### config.mk
export PLATFORM = sky130hd
export DESIGN_NAME = mc_run_sequencer_flat
export DESIGN_NICKNAME = d
export VERILOG_FILES = /design/src/rtl/mc_run_sequencer_pkg.sv /design/src/rtl/mc_run_sequencer_if.sv /design/src/rtl/mc_exec_watchdog.sv /design/src/rtl/mc_run_sequencer.sv /design/src/flat_wrapper.sv
export SDC_FILE = /design/constraint.sdc
export NUM_CORES = 1
export LEC_CHECK = 0
export ABC_AREA = 1
export CAP_MARGIN = 20
export CELL_PAD_IN_SITES_DETAIL_PLACEMENT = 1
export CELL_PAD_IN_SITES_GLOBAL_PLACEMENT = 1
export CORE_MARGIN = 8
export CORE_UTILIZATION = 29
export CTS_BUF_LIST = sky130_fd_sc_hd__clkbuf_4 sky130_fd_sc_hd__clkbuf_8 sky130_fd_sc_hd__clkbuf_16
export CTS_CLUSTER_DIAMETER = 30
export CTS_CLUSTER_SIZE = 16
export DETAILED_ROUTE_END_ITERATION = 10
export GPL_TIMING_DRIVEN = 1
export HOLD_SLACK_MARGIN = 0.06
export PLACE_DENSITY_LB_ADDON = 0.15
export SLEW_MARGIN = 20
export SYNTH_ARGS = -nofsm -noshare
export SYNTH_HDL_FRONTEND = slang
export SYNTH_SLANG_ARGS = --single-unit
export TNS_END_PERCENT = 30
### constraint.sdc
create_clock -name clk -period 2.85 [get_ports clk]
set_input_delay 0.4275 -clock clk [delete_from_list [all_inputs] [get_ports clk]]
set_output_delay 0.4275 -clock clk [all_outputs]
set_load 0.1 [all_outputs]
### src/rtl/mc_run_sequencer_pkg.sv
// Shared types and default header locations
// for the multi-core matrix processor run sequencer.
package mc_seq_pkg;

  typedef enum logic [2:0] {
    IDLE      = 3'd0,
    LOAD_IMEM = 3'd1,
    LOAD_DMEM = 3'd2,
    EXECUTE   = 3'd3,
    TX_DMEM   = 3'd4,
    DONE      = 3'd5,
    ERROR     = 3'd6
  } state_t;

  typedef enum logic [1:0] {
    OWN_NONE = 2'd0,
    OWN_UART = 2'd1,
    OWN_PROC = 2'd2
  } dmem_owner_t;

  localparam int RX_END_LOC_DEF   = 7;
  localparam int TX_START_LOC_DEF = 5;
  localparam int TX_END_LOC_DEF   = 8;

endpackage

### src/rtl/mc_run_sequencer_if.sv
// Control/status bundle between the run sequencer
// and the UART, memory and processor agents.
interface mc_run_sequencer_if #(
  parameter int REG_WIDTH           = 12,
  parameter int CORE_COUNT          = 3,
  parameter int DATA_MEM_ADDR_WIDTH = 12,
  parameter int CYCLE_WIDTH         = 26,
  parameter int RUN_CNT_WIDTH       = 8
);

  logic                              start;
  logic                              reload_ins;
  logic                              ins_received;
  logic                              dmem_received;
  logic                              dmem_transmitted;
  logic                              proc_done;
  logic                              uart_dmem_wr_en;
  logic [DATA_MEM_ADDR_WIDTH-1:0]    uart_dmem_addr;
  logic [CORE_COUNT*REG_WIDTH-1:0]   uart_dmem_data;

  logic [2:0]                        state;
  logic [1:0]                        dmem_owner;
  logic                              imem_owner;
  logic                              rx_ins_en;
  logic                              rx_dmem_en;
  logic                              proc_start;
  logic                              tx_startN;
  logic [REG_WIDTH-1:0]              rx_end_addr;
  logic [REG_WIDTH-1:0]              tx_start_addr;
  logic [REG_WIDTH-1:0]              tx_end_addr;
  logic [CYCLE_WIDTH-1:0]            run_cycles;
  logic [RUN_CNT_WIDTH-1:0]          run_count;
  logic                              timeout_err;
  logic                              cfg_err;

  modport master (
    input  start, reload_ins, ins_received,
    input  dmem_received, dmem_transmitted,
    input  proc_done, uart_dmem_wr_en,
    input  uart_dmem_addr, uart_dmem_data,
    output state, dmem_owner, imem_owner,
    output rx_ins_en, rx_dmem_en,
    output proc_start, tx_startN,
    output rx_end_addr, tx_start_addr, tx_end_addr,
    output run_cycles, run_count,
    output timeout_err, cfg_err
  );

  modport slave (
    output start, reload_ins, ins_received,
    output dmem_received, dmem_transmitted,
    output proc_done, uart_dmem_wr_en,
    output uart_dmem_addr, uart_dmem_data,
    input  state, dmem_owner, imem_owner,
    input  rx_ins_en, rx_dmem_en,
    input  proc_start, tx_startN,
    input  rx_end_addr, tx_start_addr, tx_end_addr,
    input  run_cycles, run_count,
    input  timeout_err, cfg_err
  );

endinterface

### src/rtl/mc_exec_watchdog.sv
// Execute-phase cycle counter with saturation
// and an optional timeout compare.
module mc_exec_watchdog #(
  parameter int CYCLE_WIDTH    = 26,
  parameter int TIMEOUT_CYCLES = 0
) (
  input  logic                   clk,
  input  logic                   rst,
  input  logic                   clear,
  input  logic                   enable,
  output logic [CYCLE_WIDTH-1:0] count,
  output logic                   expired
);

  localparam logic [CYCLE_WIDTH-1:0] LIMIT =
    (TIMEOUT_CYCLES == 0) ? '0 :
    CYCLE_WIDTH'(TIMEOUT_CYCLES - 1);

  logic [CYCLE_WIDTH-1:0] count_q, count_d;

  always_comb begin
    count_d = count_q;
    if (clear) begin
      count_d = '0;
    end else if (enable && !(&count_q)) begin
      count_d = count_q + 1'b1;
    end
  end

  always_ff @(posedge clk) begin
    if (rst) begin
      count_q <= '0;
    end else begin
      count_q <= count_d;
    end
  end

  // Fires during the TIMEOUT_CYCLES-th execute cycle.
  assign expired = enable && (TIMEOUT_CYCLES != 0) &&
                   (count_q == LIMIT);
  assign count   = count_q;

endmodule

### src/rtl/mc_run_sequencer.sv
// Run controller: load imem/dmem, execute, transmit,
// with re-run, watchdog, window check and statistics.
module mc_run_sequencer
  import mc_seq_pkg::*;
#(
  parameter int REG_WIDTH           = 12,
  parameter int CORE_COUNT          = 3,
  parameter int DATA_MEM_ADDR_WIDTH = 12,
  parameter int RX_END_LOC          = RX_END_LOC_DEF,
  parameter int TX_START_LOC        = TX_START_LOC_DEF,
  parameter int TX_END_LOC          = TX_END_LOC_DEF,
  parameter int TIMEOUT_CYCLES      = 0,
  parameter int CYCLE_WIDTH         = 26,
  parameter int RUN_CNT_WIDTH       = 8
) (
  input logic                clk,
  input logic                rst,
  mc_run_sequencer_if.master bus
);

  localparam int DW = CORE_COUNT * REG_WIDTH;
  localparam int AW = DATA_MEM_ADDR_WIDTH;

  state_t                   state_q, state_d;
  logic                     ins_valid_q, ins_valid_d;
  logic [REG_WIDTH-1:0]     rx_end_q, rx_end_d;
  logic [REG_WIDTH-1:0]     tx_start_q, tx_start_d;
  logic [REG_WIDTH-1:0]     tx_end_q, tx_end_d;
  logic [RUN_CNT_WIDTH-1:0] run_count_q, run_count_d;
  logic                     timeout_err_q, timeout_err_d;
  logic                     cfg_err_q, cfg_err_d;
  logic                     proc_start_q;
  logic                     tx_startn_q;
  logic                     wd_clear, wd_en, wd_expired;
  logic [CYCLE_WIDTH-1:0]   wd_count;
  dmem_owner_t              owner;
  logic [DW-1:0]            unused_data;

  assign unused_data = bus.uart_dmem_data;

  always_comb begin
    rx_end_d   = rx_end_q;
    tx_start_d = tx_start_q;
    tx_end_d   = tx_end_q;
    if (state_q == LOAD_DMEM && bus.uart_dmem_wr_en) begin
      if (bus.uart_dmem_addr == AW'(RX_END_LOC))
        rx_end_d = bus.uart_dmem_data[REG_WIDTH-1:0];
      if (bus.uart_dmem_addr == AW'(TX_START_LOC))
        tx_start_d = bus.uart_dmem_data[REG_WIDTH-1:0];
      if (bus.uart_dmem_addr == AW'(TX_END_LOC))
        tx_end_d = bus.uart_dmem_data[REG_WIDTH-1:0];
    end
  end

  always_comb begin
    state_d       = state_q;
    ins_valid_d   = ins_valid_q;
    run_count_d   = run_count_q;
    timeout_err_d = timeout_err_q;
    cfg_err_d     = cfg_err_q;
    unique case (state_q)
      IDLE, DONE: begin
        if (bus.start)
          state_d = (bus.reload_ins || !ins_valid_q) ?
                    LOAD_IMEM : LOAD_DMEM;
      end
      LOAD_IMEM: begin
        if (bus.ins_received) begin
          state_d     = LOAD_DMEM;
          ins_valid_d = 1'b1;
        end
      end
      LOAD_DMEM: begin
        // Window check sees this cycle's header write.
        if (bus.dmem_received) begin
          if (tx_start_d > tx_end_d) begin
            state_d   = ERROR;
            cfg_err_d = 1'b1;
          end else begin
            state_d = EXECUTE;
          end
        end
      end
      EXECUTE: begin
        if (bus.proc_done) begin
          state_d = TX_DMEM;
        end else if (wd_expired) begin
          state_d       = ERROR;
          timeout_err_d = 1'b1;
        end
      end
      TX_DMEM: begin
        if (bus.dmem_transmitted) begin
          state_d     = DONE;
          run_count_d = run_count_q + 1'b1;
        end
      end
      ERROR:   state_d = ERROR;
      default: state_d = IDLE;
    endcase
  end

  assign wd_en    = (state_q == EXECUTE);
  assign wd_clear = (state_q != EXECUTE) &&
                    (state_d == EXECUTE);

  mc_exec_watchdog #(
    .CYCLE_WIDTH    (CYCLE_WIDTH),
    .TIMEOUT_CYCLES (TIMEOUT_CYCLES)
  ) u_wd (
    .clk     (clk),
    .rst     (rst),
    .clear   (wd_clear),
    .enable  (wd_en),
    .count   (wd_count),
    .expired (wd_expired)
  );

  always_ff @(posedge clk) begin
    if (rst) begin
      state_q       <= IDLE;
      ins_valid_q   <= 1'b0;
      rx_end_q      <= '0;
      tx_start_q    <= '0;
      tx_end_q      <= '0;
      run_count_q   <= '0;
      timeout_err_q <= 1'b0;
      cfg_err_q     <= 1'b0;
      proc_start_q  <= 1'b0;
      tx_startn_q   <= 1'b1;
    end else begin
      state_q       <= state_d;
      ins_valid_q   <= ins_valid_d;
      rx_end_q      <= rx_end_d;
      tx_start_q    <= tx_start_d;
      tx_end_q      <= tx_end_d;
      run_count_q   <= run_count_d;
      timeout_err_q <= timeout_err_d;
      cfg_err_q     <= cfg_err_d;
      proc_start_q  <= wd_clear;
      tx_startn_q   <= !((state_q != TX_DMEM) &&
                         (state_d == TX_DMEM));
    end
  end

  always_comb begin
    owner = OWN_NONE;
    unique case (state_q)
      LOAD_DMEM, TX_DMEM: owner = OWN_UART;
      EXECUTE:            owner = OWN_PROC;
      default:            owner = OWN_NONE;
    endcase
  end

  assign bus.state         = state_q;
  assign bus.dmem_owner    = owner;
  assign bus.imem_owner    = (state_q == LOAD_IMEM);
  assign bus.rx_ins_en     = (state_q == LOAD_IMEM);
  assign bus.rx_dmem_en    = (state_q == LOAD_DMEM);
  assign bus.proc_start    = proc_start_q;
  assign bus.tx_startN     = tx_startn_q;
  assign bus.rx_end_addr   = rx_end_q;
  assign bus.tx_start_addr = tx_start_q;
  assign bus.tx_end_addr   = tx_end_q;
  assign bus.run_cycles    = wd_count;
  assign bus.run_count     = run_count_q;
  assign bus.timeout_err   = timeout_err_q;
  assign bus.cfg_err       = cfg_err_q;

endmodule

### src/flat_wrapper.sv
// flat-port wrapper written by rule: the top's interface ports become plain ports
module mc_run_sequencer_flat import mc_seq_pkg::*;
#(
  parameter int REG_WIDTH           = 12,
  parameter int CORE_COUNT          = 3,
  parameter int DATA_MEM_ADDR_WIDTH = 12,
  parameter int RX_END_LOC          = RX_END_LOC_DEF,
  parameter int TX_START_LOC        = TX_START_LOC_DEF,
  parameter int TX_END_LOC          = TX_END_LOC_DEF,
  parameter int TIMEOUT_CYCLES      = 0,
  parameter int CYCLE_WIDTH         = 26,
  parameter int RUN_CNT_WIDTH       = 8
)
  (clk, rst, bus_start, bus_reload_ins, bus_ins_received, bus_dmem_received, bus_dmem_transmitted, bus_proc_done, bus_uart_dmem_wr_en, bus_uart_dmem_addr, bus_uart_dmem_data, bus_state, bus_dmem_owner, bus_imem_owner, bus_rx_ins_en, bus_rx_dmem_en, bus_proc_start, bus_tx_startN, bus_rx_end_addr, bus_tx_start_addr, bus_tx_end_addr, bus_run_cycles, bus_run_count, bus_timeout_err, bus_cfg_err);
  mc_run_sequencer_if #(.REG_WIDTH(REG_WIDTH), .CORE_COUNT(CORE_COUNT), .DATA_MEM_ADDR_WIDTH(DATA_MEM_ADDR_WIDTH), .CYCLE_WIDTH(CYCLE_WIDTH), .RUN_CNT_WIDTH(RUN_CNT_WIDTH)) bus_i ();
  input logic clk;
  input logic rst;
  input wire logic [$bits(bus_i.start)-1:0] bus_start;
  input wire logic [$bits(bus_i.reload_ins)-1:0] bus_reload_ins;
  input wire logic [$bits(bus_i.ins_received)-1:0] bus_ins_received;
  input wire logic [$bits(bus_i.dmem_received)-1:0] bus_dmem_received;
  input wire logic [$bits(bus_i.dmem_transmitted)-1:0] bus_dmem_transmitted;
  input wire logic [$bits(bus_i.proc_done)-1:0] bus_proc_done;
  input wire logic [$bits(bus_i.uart_dmem_wr_en)-1:0] bus_uart_dmem_wr_en;
  input wire logic [$bits(bus_i.uart_dmem_addr)-1:0] bus_uart_dmem_addr;
  input wire logic [$bits(bus_i.uart_dmem_data)-1:0] bus_uart_dmem_data;
  output wire logic [$bits(bus_i.state)-1:0] bus_state;
  output wire logic [$bits(bus_i.dmem_owner)-1:0] bus_dmem_owner;
  output wire logic [$bits(bus_i.imem_owner)-1:0] bus_imem_owner;
  output wire logic [$bits(bus_i.rx_ins_en)-1:0] bus_rx_ins_en;
  output wire logic [$bits(bus_i.rx_dmem_en)-1:0] bus_rx_dmem_en;
  output wire logic [$bits(bus_i.proc_start)-1:0] bus_proc_start;
  output wire logic [$bits(bus_i.tx_startN)-1:0] bus_tx_startN;
  output wire logic [$bits(bus_i.rx_end_addr)-1:0] bus_rx_end_addr;
  output wire logic [$bits(bus_i.tx_start_addr)-1:0] bus_tx_start_addr;
  output wire logic [$bits(bus_i.tx_end_addr)-1:0] bus_tx_end_addr;
  output wire logic [$bits(bus_i.run_cycles)-1:0] bus_run_cycles;
  output wire logic [$bits(bus_i.run_count)-1:0] bus_run_count;
  output wire logic [$bits(bus_i.timeout_err)-1:0] bus_timeout_err;
  output wire logic [$bits(bus_i.cfg_err)-1:0] bus_cfg_err;
  assign bus_i.start = bus_start;
  assign bus_i.reload_ins = bus_reload_ins;
  assign bus_i.ins_received = bus_ins_received;
  assign bus_i.dmem_received = bus_dmem_received;
  assign bus_i.dmem_transmitted = bus_dmem_transmitted;
  assign bus_i.proc_done = bus_proc_done;
  assign bus_i.uart_dmem_wr_en = bus_uart_dmem_wr_en;
  assign bus_i.uart_dmem_addr = bus_uart_dmem_addr;
  assign bus_i.uart_dmem_data = bus_uart_dmem_data;
  assign bus_state = bus_i.state;
  assign bus_dmem_owner = bus_i.dmem_owner;
  assign bus_imem_owner = bus_i.imem_owner;
  assign bus_rx_ins_en = bus_i.rx_ins_en;
  assign bus_rx_dmem_en = bus_i.rx_dmem_en;
  assign bus_proc_start = bus_i.proc_start;
  assign bus_tx_startN = bus_i.tx_startN;
  assign bus_rx_end_addr = bus_i.rx_end_addr;
  assign bus_tx_start_addr = bus_i.tx_start_addr;
  assign bus_tx_end_addr = bus_i.tx_end_addr;
  assign bus_run_cycles = bus_i.run_cycles;
  assign bus_run_count = bus_i.run_count;
  assign bus_timeout_err = bus_i.timeout_err;
  assign bus_cfg_err = bus_i.cfg_err;
  mc_run_sequencer #(.REG_WIDTH(REG_WIDTH), .CORE_COUNT(CORE_COUNT), .DATA_MEM_ADDR_WIDTH(DATA_MEM_ADDR_WIDTH), .RX_END_LOC(RX_END_LOC), .TX_START_LOC(TX_START_LOC), .TX_END_LOC(TX_END_LOC), .TIMEOUT_CYCLES(TIMEOUT_CYCLES), .CYCLE_WIDTH(CYCLE_WIDTH), .RUN_CNT_WIDTH(RUN_CNT_WIDTH)) u_core (.clk(clk), .rst(rst), .bus(bus_i));
endmodule
==> results.md <==
- Run status: complete, no violations
- Largest net degree at the start of global routing: 34
- Hold Path Class: reg -> reg
- Gr ovfl total: 0
- Initial Util: 29.6%
- IO buf count: 113
- Average vias per placed instance: 4.65
- Mapped Area: 0.00428 mm^2
- DRC viols: 0
- CP arrival: 3070 ps
- Max Freq: 358 MHz
- Layout cell share with drive strength beyond 1: 32.3%
- Hold-fix buffers at CTS: 0
- Clock transition at the registers of the reported paths: 60 ps
- Post-Syn Instances: 644
- Die ar.: 0.0189 mm^2
- Final cell count without fillers: 988
- Final Cycle Share: 98.1%
- CTS tree: yes
- Post-route cell area: 0.00650 mm^2
- Worst hold slack: 450 ps
- Ys Warns: 0
- Clock Path Buffers: 2
- Die W: 138 um
- Clock skew: 7.90 ps
- GRT Total Usage: 15.9%
- Global-route wire length before repair: 23.7 mm
- Nets: 871
- Main synth FF type: dfxtp_1
- Core area: 0.0145 mm^2
- Vias in the first global route: 4725
- CTS HTree Levels: 3
- P per Cell Area: 415 mW/mm^2
- Top-Level Pins: 139
- Inst Count DP: 958
- Ys async rst share: 0%
- Worst Setup Path Type: in -> reg
- Via Count: 4590
- Synth-to-layout area growth: 51.7%
- Mean Syn Cell Area: 6.65 um^2
- Final setup viols: 0
- Diodes inserted: 0
- DP Wirelength: 11.6 mm
- Critical path startpoint category: input port
- Row cnt: 44
- Total CTS buffers: 9
- Distinct cells, synth: 35
- Pre-antenna DRT Iters: 4
- Clk_lat worst skew: 340 ps
- Max-Cap Viols: 0
- Critical Path End Type: flop
- Total Wirelength: 15.6 mm
- Final min period: 2790 ps
- Crit path required time: 3130 ps
- Pins Over Slew Limit: 0
- Initial antenna violation count: 0
- Synthesized flop and latch total: 77
- Clk sinks: 77
- Syn nets: 715
- Sequential area share after synthesis: 36.0%
- CTS Root Cell: clkbuf_16
- RSZ-0062 raised after global routing: true
- Initial DRC Count: 83
- EDFF count, synth: 0
- GPL Wtd Cong: 0.826
- Crit Path Max Fanout: 7
- VDD IR max: 0.268 mV
- Wirelength per Cell: 15.8 um
- Chip height: 138 um
- Routed Antenna Nets: 0
- Final hold vios: 0
- Leak: 0.00298 uW
- Setup TNS: 0 ps
- Final core occ: 44.9%
- Placed standard-cell area: 0.00564 mm^2
==> worst max-delay path, stage by stage <==
cell and delay (ps):
clkdlybuf4s50_1 450, inv_1 60, nor3_2 140, nand2_1 130, nor2_4 210, clkinv_4 160
o21ai_2 180, inv_2 60, ha_4 260, nand2_2 70, nor2_4 110, and2_1 120
nand2_1 60, nand3_2 70, nand2_1 60, nand2_2 80, nand2_4 120, buf_12 180
nor2_1 100
==> state kept, by name, summed over array words and instances, names as in the netlist <==
register and flops:
u_core.u_wd.count 26, u_core.bus.rx_end_addr 12, u_core.bus.tx_end_addr 12, u_core.bus.tx_start_addr 12, u_core.bus.run_count 8, u_core.bus.state 3, u_core.bus.cfg_err 1, u_core.bus.proc_start 1
u_core.bus.tx_startN 1, u_core.ins_valid_q 1
==> cell families after synthesis <==
group,after synthesis,share of synthesized area [%]
AO/OA/AOI/OAI,93,11.9
XOR/XNOR,11,2.25
flip-flops,77,36.0
other,1,0.0875
AND/OR/NAND/NOR,338,34.7
buffers and inverters,110,11.0
adder cells (fa/ha/maj),14,4.09
==> synth_stat cells, types with 2 or more instances <==
library cell / number / area, um^2
nand2_1: 149 / 559
nor2_1: 107 / 402
inv_1: 84 / 315
dfxtp_1: 77 / 1540
a21oi_1: 42 / 210
nand3_1: 24 / 120
or2_2: 24 / 150
o21ai_1: 22 / 110
o21ai_0: 16 / 80.1
ha_1: 14 / 175
nand4_1: 9 / 56.3
o21ai_2: 9 / 78.8
clkbuf_1: 8 / 30.0
nor3_1: 8 / 40.0
xnor2_1: 8 / 70.1
inv_2: 5 / 18.8
nor2_4: 5 / 56.3
buf_4: 4 / 30.0
nor2_2: 4 / 25.0
buf_2: 3 / 15.0
buf_6: 3 / 33.8
xor2_1: 3 / 26.3
nand2_2: 2 / 12.5
nand2_4: 2 / 22.5
o21a_1: 2 / 15.0
==> cells in the final DEF, fill, tap and decap left out, types with 11 or more instances in the layout <==
cell,count
a21oi_1,40
or2_2,24
dfxtp_1,74
o21ai_0,14
clkdlybuf4s50_1,21
nand2_1,139
nand3_1,23
o21ai_1,11
dlymetal6s2s_1,11
inv_1,74
o21ai_4,12
buf_4,120
clkbuf_16,12
inv_2,13
nor2_1,98
==> area by class of cell <==
| cell class | count | area, um^2 |
|---|---|---|
| Fill cell | 1832 | 7980 |
| Clock inverter | 1 | 5.00 |
| Multi-Input combinational cell | 457 | 2640 |
| Tap cell | 184 | 230 |
| Clock buffer | 14 | 287 |
| Timing Repair inverter | 1 | 6.26 |
| Sequential cell | 77 | 1550 |
| Timing Repair Buffer | 163 | 1430 |
| Inverter | 91 | 357 |
==> worst paths after layout <==
kind	start	endpoint	slack [ps]	depth (start not counted)
worst max register to register	u_core.bus.state[1]$_SDFF_PP0_	u_core.u_wd.count[18]$_SDFFE_PP0P_	100	20
worst min register to register	u_core.bus.rx_end_addr[4]$_SDFFE_PP0P_	u_core.bus.rx_end_addr[4]$_SDFFE_PP0P_	450	2
worst max-delay path	bus_uart_dmem_addr[0]	u_core.u_wd.count[4]$_SDFFE_PP0P_	60	19
worst min-delay path	u_core.bus.rx_end_addr[4]$_SDFFE_PP0P_	u_core.bus.rx_end_addr[4]$_SDFFE_PP0P_	450	2
==> per-stage QoR <==
step | setup slack (ps) | total power, uW
detailed placement | -440 | 1550
CTS | 10.0 | 2720
floorplan | -1.23 | 1400
global placement | -348 | 1550
global route | -98.9 | 2810
finish | 55.3 | 2700
==> report_power, final <==
group	internal, uW	switching, uW	total (uW)
registers	1090	7.69	1100
clock network	691	452	1140
logic	137	322	459
total	1920	781	2700
==> what timing repair did <==
action | CTS | global route
endpoints found under the setup margin | 26 | 30
buffers inserted | 0 | 12
resized for setup | 8 | 94
gates cloned | 0 | 3
pin swaps | 1 | 30
==> routing by layer <==
layer / global-route usage, % / part of all wire [%] / vias up
li1: - / - / 2318
met1: 17.4 / 40 / 2172
met3: 4.12 / 4.8 / 22
met5: 0 / 0 / -
met2: 29.2 / 53 / 78
met4: 5.31 / 1.9 / 0
Power figures use the tool's default switching activity.
